`src/rtl/hdmi_tmds_pkg.sv`:
```
// Shared types and constants for the TMDS link scheduler.
// Holds the period-type enum, the scheduler state enum, the CTL codes and
// the delayed pixel bus carried by the look-ahead delay line.
package hdmi_tmds_pkg;

    // Period type presented to the per-lane TMDS encoders.
    typedef enum logic [1:0] {
        TMDS_CONTROL = 2'd0,
        TMDS_GUARD   = 2'd1,
        TMDS_VIDEO   = 2'd2
    } tmds_mode_t;

    // Link scheduler states.
    typedef enum logic [2:0] {
        ST_RST_HOLD = 3'd0,
        ST_CONTROL  = 3'd1,
        ST_PREAMBLE = 3'd2,
        ST_GUARD    = 3'd3,
        ST_VIDEO    = 3'd4
    } sched_state_t;

    localparam logic [3:0] CTL_VIDEO_PREAMBLE = 4'b0001;
    localparam logic [3:0] CTL_IDLE           = 4'b0000;

    localparam int unsigned DEFAULT_PREAMBLE_LEN = 8;
    localparam int unsigned DEFAULT_GUARD_LEN    = 2;

    localparam int unsigned PIX_W = 24;

    // One pixel-clock sample of upstream timing and data.
    typedef struct packed {
        logic             de;
        logic             hsync;
        logic             vsync;
        logic [PIX_W-1:0] rgb;
    } pix_bus_t;

endpackage

```
`src/rtl/tmds_lookahead_delay.sv`:
```
// Fixed-depth shift register for the upstream {de, hsync, vsync, rgb} bus.
// Ports:
//   clk_i  - pixel clock
//   rst_ni - asynchronous active-low reset, clears every stage
//   d_i    - sample entering the line
//   q_o    - sample delayed by DEPTH cycles
module tmds_lookahead_delay
    import hdmi_tmds_pkg::*;
#(
    parameter int unsigned DEPTH = 10
) (
    input  logic     clk_i,
    input  logic     rst_ni,
    input  pix_bus_t d_i,
    output pix_bus_t q_o
);

    pix_bus_t [DEPTH-1:0] sr_q;

    // Shift one stage per cycle; stage 0 takes the new sample.
    always_ff @(posedge clk_i or negedge rst_ni) begin
        if (!rst_ni) begin
            sr_q <= '0;
        end else begin
            sr_q[0] <= d_i;
            for (int unsigned i = 1; i < DEPTH; i++) begin
                sr_q[i] <= sr_q[i-1];
            end
        end
    end

    assign q_o = sr_q[DEPTH-1];

endmodule

```
`src/rtl/tmds_link_scheduler.sv`:
```
// HDMI/DVI TMDS link scheduler.
// Holds the serializers in reset until the PLL has been stable for
// RST_HOLD_CYCLES, delays the video stream by the preamble+guard look-ahead,
// and tells the lane encoders which period type to emit each pixel clock.
// Ports:
//   clk_pixel, rst_n           - pixel clock, async active-low reset
//   pll_locked                 - PLL lock, synchronous to clk_pixel
//   de_in/hsync_in/vsync_in    - upstream timing
//   rgb_in                     - upstream pixel {R,G,B}
//   serdes_rst, link_up        - serializer reset, lanes valid
//   tmds_mode, ctl             - period type and CTL3..0 for lanes 1/2
//   hsync_out/vsync_out/rgb_out- look-ahead delayed timing and pixel
//   err_short_blank            - sticky: line started without room for preamble
module tmds_link_scheduler
    import hdmi_tmds_pkg::*;
#(
    parameter int unsigned PREAMBLE_LEN    = DEFAULT_PREAMBLE_LEN,
    parameter int unsigned GUARD_LEN       = DEFAULT_GUARD_LEN,
    parameter int unsigned RST_HOLD_CYCLES = 16,
    parameter bit          HDMI_MODE       = 1'b1
) (
    input  logic        clk_pixel,
    input  logic        rst_n,
    input  logic        pll_locked,
    input  logic        de_in,
    input  logic        hsync_in,
    input  logic        vsync_in,
    input  logic [23:0] rgb_in,
    output logic        serdes_rst,
    output logic        link_up,
    output logic [1:0]  tmds_mode,
    output logic [3:0]  ctl,
    output logic        hsync_out,
    output logic        vsync_out,
    output logic [23:0] rgb_out,
    output logic        err_short_blank
);

    localparam int unsigned LA      = PREAMBLE_LEN + GUARD_LEN;
    localparam int unsigned CNT_MAX0 = (PREAMBLE_LEN > GUARD_LEN) ? PREAMBLE_LEN : GUARD_LEN;
    localparam int unsigned CNT_MAX = (CNT_MAX0 > RST_HOLD_CYCLES) ? CNT_MAX0 : RST_HOLD_CYCLES;
    localparam int unsigned CNT_W   = (CNT_MAX > 1) ? $clog2(CNT_MAX) : 1;

    sched_state_t     state_q, state_d;
    logic [CNT_W-1:0] cnt_q, cnt_d;
    logic             serdes_rst_q, serdes_rst_d;
    logic             err_q, err_d;
    logic             link_up_q, link_up_d;
    tmds_mode_t       mode_q, mode_d;
    logic [3:0]       ctl_q, ctl_d;
    logic             hsync_q, hsync_d;
    logic             vsync_q, vsync_d;
    logic [23:0]      rgb_q, rgb_d;
    logic             de_prev_q;
    logic             de_d_q;

    pix_bus_t dl_in, dl_out;
    logic     de_rise, qual_rise;

    assign dl_in = {de_in, hsync_in, vsync_in, rgb_in};

    tmds_lookahead_delay #(
        .DEPTH (LA)
    ) u_delay (
        .clk_i  (clk_pixel),
        .rst_ni (rst_n),
        .d_i    (dl_in),
        .q_o    (dl_out)
    );

    assign de_rise   = de_in && !de_prev_q;
    // A line only gets a preamble if the previous one has fully drained.
    assign qual_rise = HDMI_MODE && (state_q == ST_CONTROL) && de_rise && !de_d_q;

    // State, counter and registered outputs.
    always_ff @(posedge clk_pixel or negedge rst_n) begin
        if (!rst_n) begin
            state_q      <= ST_RST_HOLD;
            cnt_q        <= '0;
            serdes_rst_q <= 1'b1;
            err_q        <= 1'b0;
            link_up_q    <= 1'b0;
            mode_q       <= TMDS_CONTROL;
            ctl_q        <= CTL_IDLE;
            hsync_q      <= 1'b0;
            vsync_q      <= 1'b0;
            rgb_q        <= '0;
            de_prev_q    <= 1'b0;
            de_d_q       <= 1'b0;
        end else begin
            state_q      <= state_d;
            cnt_q        <= cnt_d;
            serdes_rst_q <= serdes_rst_d;
            err_q        <= err_d;
            link_up_q    <= link_up_d;
            mode_q       <= mode_d;
            ctl_q        <= ctl_d;
            hsync_q      <= hsync_d;
            vsync_q      <= vsync_d;
            rgb_q        <= rgb_d;
            de_prev_q    <= de_in;
            de_d_q       <= dl_out.de;
        end
    end

    // Next state, counter, serializer reset and error flag.
    always_comb begin
        state_d      = state_q;
        cnt_d        = cnt_q;
        serdes_rst_d = serdes_rst_q;
        err_d        = err_q;
        unique case (state_q)
            ST_RST_HOLD: begin
                serdes_rst_d = 1'b1;
                if (!serdes_rst_q) begin
                    // serdes_rst dropped last cycle; lanes start now.
                    serdes_rst_d = 1'b0;
                    state_d      = ST_CONTROL;
                end else if (cnt_q == CNT_W'(RST_HOLD_CYCLES - 1)) begin
                    serdes_rst_d = 1'b0;
                    cnt_d        = '0;
                end else begin
                    cnt_d = cnt_q + CNT_W'(1);
                end
            end
            ST_CONTROL: begin
                if (qual_rise) begin
                    state_d = ST_PREAMBLE;
                    cnt_d   = '0;
                end
            end
            ST_PREAMBLE: begin
                if (cnt_q == CNT_W'(PREAMBLE_LEN - 1)) begin
                    state_d = ST_GUARD;
                    cnt_d   = '0;
                end else begin
                    cnt_d = cnt_q + CNT_W'(1);
                end
            end
            ST_GUARD: begin
                if (cnt_q == CNT_W'(GUARD_LEN - 1)) begin
                    state_d = dl_out.de ? ST_VIDEO : ST_CONTROL;
                    cnt_d   = '0;
                end else begin
                    cnt_d = cnt_q + CNT_W'(1);
                end
            end
            ST_VIDEO: begin
                if (!dl_out.de) begin
                    state_d = ST_CONTROL;
                end
            end
            default: begin
                state_d = ST_RST_HOLD;
                cnt_d   = '0;
            end
        endcase
        if (!pll_locked) begin
            state_d      = ST_RST_HOLD;
            cnt_d        = '0;
            serdes_rst_d = 1'b1;
        end
        if (HDMI_MODE && (state_q != ST_RST_HOLD) && de_rise && !qual_rise) begin
            err_d = 1'b1;
        end
    end

    // Registered lane outputs derived from the state being entered.
    always_comb begin
        link_up_d = 1'b0;
        mode_d    = TMDS_CONTROL;
        ctl_d     = CTL_IDLE;
        hsync_d   = 1'b0;
        vsync_d   = 1'b0;
        rgb_d     = '0;
        if (state_d != ST_RST_HOLD) begin
            link_up_d = 1'b1;
            hsync_d   = dl_out.hsync;
            vsync_d   = dl_out.vsync;
            rgb_d     = dl_out.rgb;
            unique case (state_d)
                ST_PREAMBLE: ctl_d  = CTL_VIDEO_PREAMBLE;
                ST_GUARD:    mode_d = TMDS_GUARD;
                default:     mode_d = dl_out.de ? TMDS_VIDEO : TMDS_CONTROL;
            endcase
        end
    end

    assign serdes_rst      = serdes_rst_q;
    assign link_up         = link_up_q;
    assign tmds_mode       = mode_q;
    assign ctl             = ctl_q;
    assign hsync_out       = hsync_q;
    assign vsync_out       = vsync_q;
    assign rgb_out         = rgb_q;
    assign err_short_blank = err_q;

endmodule

```
`config.mk`:
```
export PLATFORM = sky130hd
export DESIGN_NAME = tmds_link_scheduler
export DESIGN_NICKNAME = d
export VERILOG_FILES = /design/src/rtl/hdmi_tmds_pkg.sv /design/src/rtl/tmds_lookahead_delay.sv /design/src/rtl/tmds_link_scheduler.sv
export SDC_FILE = /design/constraint.sdc
export NUM_CORES = 1
export LEC_CHECK = 0
export ABC_AREA = 1
export CAP_MARGIN = 15
export CORE_MARGIN = 10
export CORE_UTILIZATION = 56
export DETAILED_ROUTE_END_ITERATION = 8
export PLACE_DENSITY = 0.88
export SYNTH_ARGS = -nofsm -noshare
export SYNTH_HDL_FRONTEND = slang
export SYNTH_HIERARCHICAL = 1
export SYNTH_SLANG_ARGS = --single-unit
```
`constraint.sdc`:
```
create_clock -name clk_pixel -period 1.81 [get_ports clk_pixel]
set_input_delay 0.362 -clock clk_pixel [delete_from_list [all_inputs] [get_ports clk_pixel]]
set_output_delay 0.362 -clock clk_pixel [all_outputs]
set_load 0.02 [all_outputs]
```
==> Flow_metrics.wiki <==
{| class="wikitable"
! Metric !! Value
|-
| Result of the run || completed
|-
| Data required time at the worst endpoint || 2.22 ns
|-
| Data arrival time at the worst-slack endpoint || roughly 2.2 ns
|-
| Worst-path maximum fanout || 27
|-
| Maximum vdd ir drop || between 1000 and 1500 µV
|-
| ANT cells || 0
|-
| Vias per Instance || 4.66
|-
| Count of max-cap constraint violations || 0
|-
| CP Class || flop to flop
|-
| Period utilization || 98.3%
|-
| Proportion of layout cells with a drive suffix above 1 || between 10% and 20%
|-
| Synth Register Bits || approximately 310
|-
| Vert. Die Dim || ~140 µm
|-
| Origin of the worst min-delay path || rgb_in[6]
|-
| Final routed wire length divided by cell count || between 15 and 20 µm
|-
| Clk sinks || about 310
|-
| Die width || 145 µm
|-
| Number of buffers added by the clock tree synthesis step || 28
|-
| Final instance count without filler cells || 789
|-
| Number of H-tree levels || 1
|-
| IO buf count || 61
|-
| Skew final || between 0.01 and 0.015 ns
|-
| Final Max Slew Viols || 0
|-
| R2r startpoint || cnt_q[3]$_DFFE_PN0P_
|-
| Synth Instances || 489
|-
| TritonCTS clock tree || done
|-
| Unrepaired setup endpoints after global routing || false
|-
| 1st-iter DRT viols || around 150
|-
| Global route overflow || 0
|-
| Number of vias in the routed layout || 3,680
|-
| Largest net degree at the start of global routing || 62
|-
| Initial Util || 57.3%
|-
| First-pass DRT Iterations || 4
|-
| All-Layer GR Usage || 13.3%
|-
| Antenna violations before repair || 0
|-
| Synthesized area divided by synthesized cell count || 17.9 µm²
|-
| Core area || 15,300 µm²
|-
| Number of enable flip-flop cells after synthesis || 0
|-
| Maximum clock path buffer count || 3
|-
| Io pins || 65
|-
| Prevailing post-synth register cell || dfrtp_1
|-
| Unique cell type count in the Yosys netlist || 26
|-
| Startpoint of the worst setup timing path || cnt_q[3]$_DFFE_PN0P_
|-
| CTS clock-pin slew for the worst setup and hold paths || 0.06 ns
|-
| Final setup viols || 0
|-
| Global-route wire length before repair || 22,500 µm
|-
| Root Buffer || clkbuf_16
|-
| Fill count || 948
|-
| Net total in the final layout || 591
|-
| Reg2reg setup slack || 0.03 ns
|-
| Final estimated routing congestion in global placement || 0.777
|-
| Leading cell type in the layout, fill and taps excluded || dfrtp_1
|-
| DIE AREA || 21,000 µm²
|-
| Leakage component of the power || 5.10 nW
|-
| Row count || 45
|-
| Achievable clock frequency || between 500 and 600 MHz
|-
| Cell area after technology mapping || 8740 µm²
|-
| Element type at the critical path start || flop
|-
| Minimum clock period || 1.78 ns
|-
| Total power || between 0.01 and 0.015 W
|-
| Cell count after placement || 739
|-
| Count of nets left with antenna violations after detail routing || 0
|-
| Worst min-delay path class || primary input to flop
|-
| Source-to-sink clock delay at the later pin of the worst-skew pair || 0.54 ns
|-
| Routed wire length || 13,600 µm
|-
| DRC errors left || 0
|-
| Detail Placement HPWL || 8210 µm
|-
| Area added between synthesis and finish || 19.1%
|-
| Hold Vio Cnt, Final || 0
|-
| Commonest cells after routing, fill and taps aside || dfrtp_1 (310), inv_1 (43), dlygate4sd2_1 (31)
|-
| Sequential fraction of the synthesis area || 89.0%
|-
| Fraction of registers with async set/reset || 100%
|-
| Power density of the placed cells || 1290 nW/µm²
|-
| Setup crit end kind || flop
|-
| Via count of the first global-routing pass || 4,410
|-
| Synth Warn # || 6
|}
-- metal layers --
| metal | part of all wire [%] | vias up | GRT usage [%] |
|---|---|---|---|
| li1 | - | 1617 | - |
| met3 | 5.0 | 39 | 3.45 |
| met2 | 55 | 120 | 24.6 |
| met4 | 2.9 | 0 | 4.90 |
| met5 | 0 | - | 0 |
| met1 | 37 | 1904 | 14.1 |
-- through the flow --
step / TNS, ns / setup WS, ns / utilization (%) / hold slack (ns) / instance area (µm²)
2_1_floorplan: 0 / 0.299 / - / 0.0664 / 8750
3_3_place_gp: 0 / 0.100 / 62.3 / 0.297 / 9510
3_5_place_dp: -0.463 / -0.0565 / 62.3 / 0.307 / 9510
4_1_cts: 0 / 0.00318 / 68.2 / 0.232 / 10400
5_1_grt: 0 / 0.00283 / 68.2 / 0.234 / 10400
6_report: 0 / 0.0312 / 68.2 / 0.256 / 10400
-- final timing paths --
| path | end | cells after the start |
|---|---|---|
| min in group asynchronous | u_delay/sr_q[36]$_DFF_PN0_ | 2 |
| hold / removal | u_delay/sr_q[6]$_DFF_PN0_ | 1 |
| hold reg to reg | u_delay/sr_q[95]$_DFF_PN0_ | 0 |
| setup / recovery | rgb_out[2]$_DFF_PN0_ | 7 |
| setup reg to reg | rgb_out[2]$_DFF_PN0_ | 7 |
| max in group asynchronous | serdes_rst$_DFFE_PN1P_ | 3 |
-- what timing repair did --
item	CTS	global route
endpoints found under the setup margin	32	2
pin swaps	0	0
gates resized for setup	32	2
buffers inserted	0	0
endpoints found under the hold margin	47	0
hold buffers	1	0
-- critical path, stage by stage, from the launching register on --
cell     delay, ns
dfrtp_1       0.46
nor2_1        0.20
nand2_1       0.15
o21ai_1       0.22
nand2_1       0.15
a21oi_4       0.19
buf_12        0.18
a21oi_1       0.10
-- synthesized netlist by cell type (2+ instances only) --
cell / number / area share, %
nand2_1: 24 / 1.0
buf_2: 3 / 0.17
buf_6: 3 / 0.39
o21ai_1: 2 / 0.11
buf_4: 31 / 2.7
a21oi_1: 28 / 1.6
nand3_1: 16 / 0.92
nor2_2: 2 / 0.14
dfrtp_1: 310 / 89
inv_1: 43 / 1.8
ha_1: 2 / 0.29
nor2_1: 8 / 0.34
nand3b_1: 3 / 0.26
xor2_1: 2 / 0.20
-- sequential cells by signal, indices dropped and copies added (netlist names), 2 cells and up --
register / flops
cnt_q: 4
rgb_out: 24
state_q: 3
tmds_mode: 2
u_delay/q_o: 27
u_delay/sr_q: 243
-- kinds of logic after synthesis --
| group | synth area share, % |
|---|---|
| flip-flops | 89.0 |
| AO/OA/AOI/OAI | 2.23 |
| adder cells (fa/ha/maj) | 0.286 |
| other | 0.0429 |
| buffers and inverters | 5.11 |
| AND/OR/NAND/NOR | 3.08 |
| XOR/XNOR | 0.200 |
-- layout make-up --
class / instances / area (µm²) / share of cell area, %
clock buffer: 41 / 840 / 8.06
clock inverter: 8 / 90.1 / 0.865
inverter: 44 / 165 / 1.59
multi-input combinational: 99 / 520 / 5.00
sequential: 311 / 7780 / 74.8
tap: 211 / 264 / 2.54
timing repair buffer: 75 / 747 / 7.18
-- where the power goes --
group / leakage, nW / internal [W] / switching (W)
Sequential: 3.71 / 0.00727 / 0.000114
Clock: 0.463 / 0.00335 / 0.00237
Combinational: 0.930 / 0.000102 / 0.000190
No activity file was read; power rests on OpenSTA's default activity.
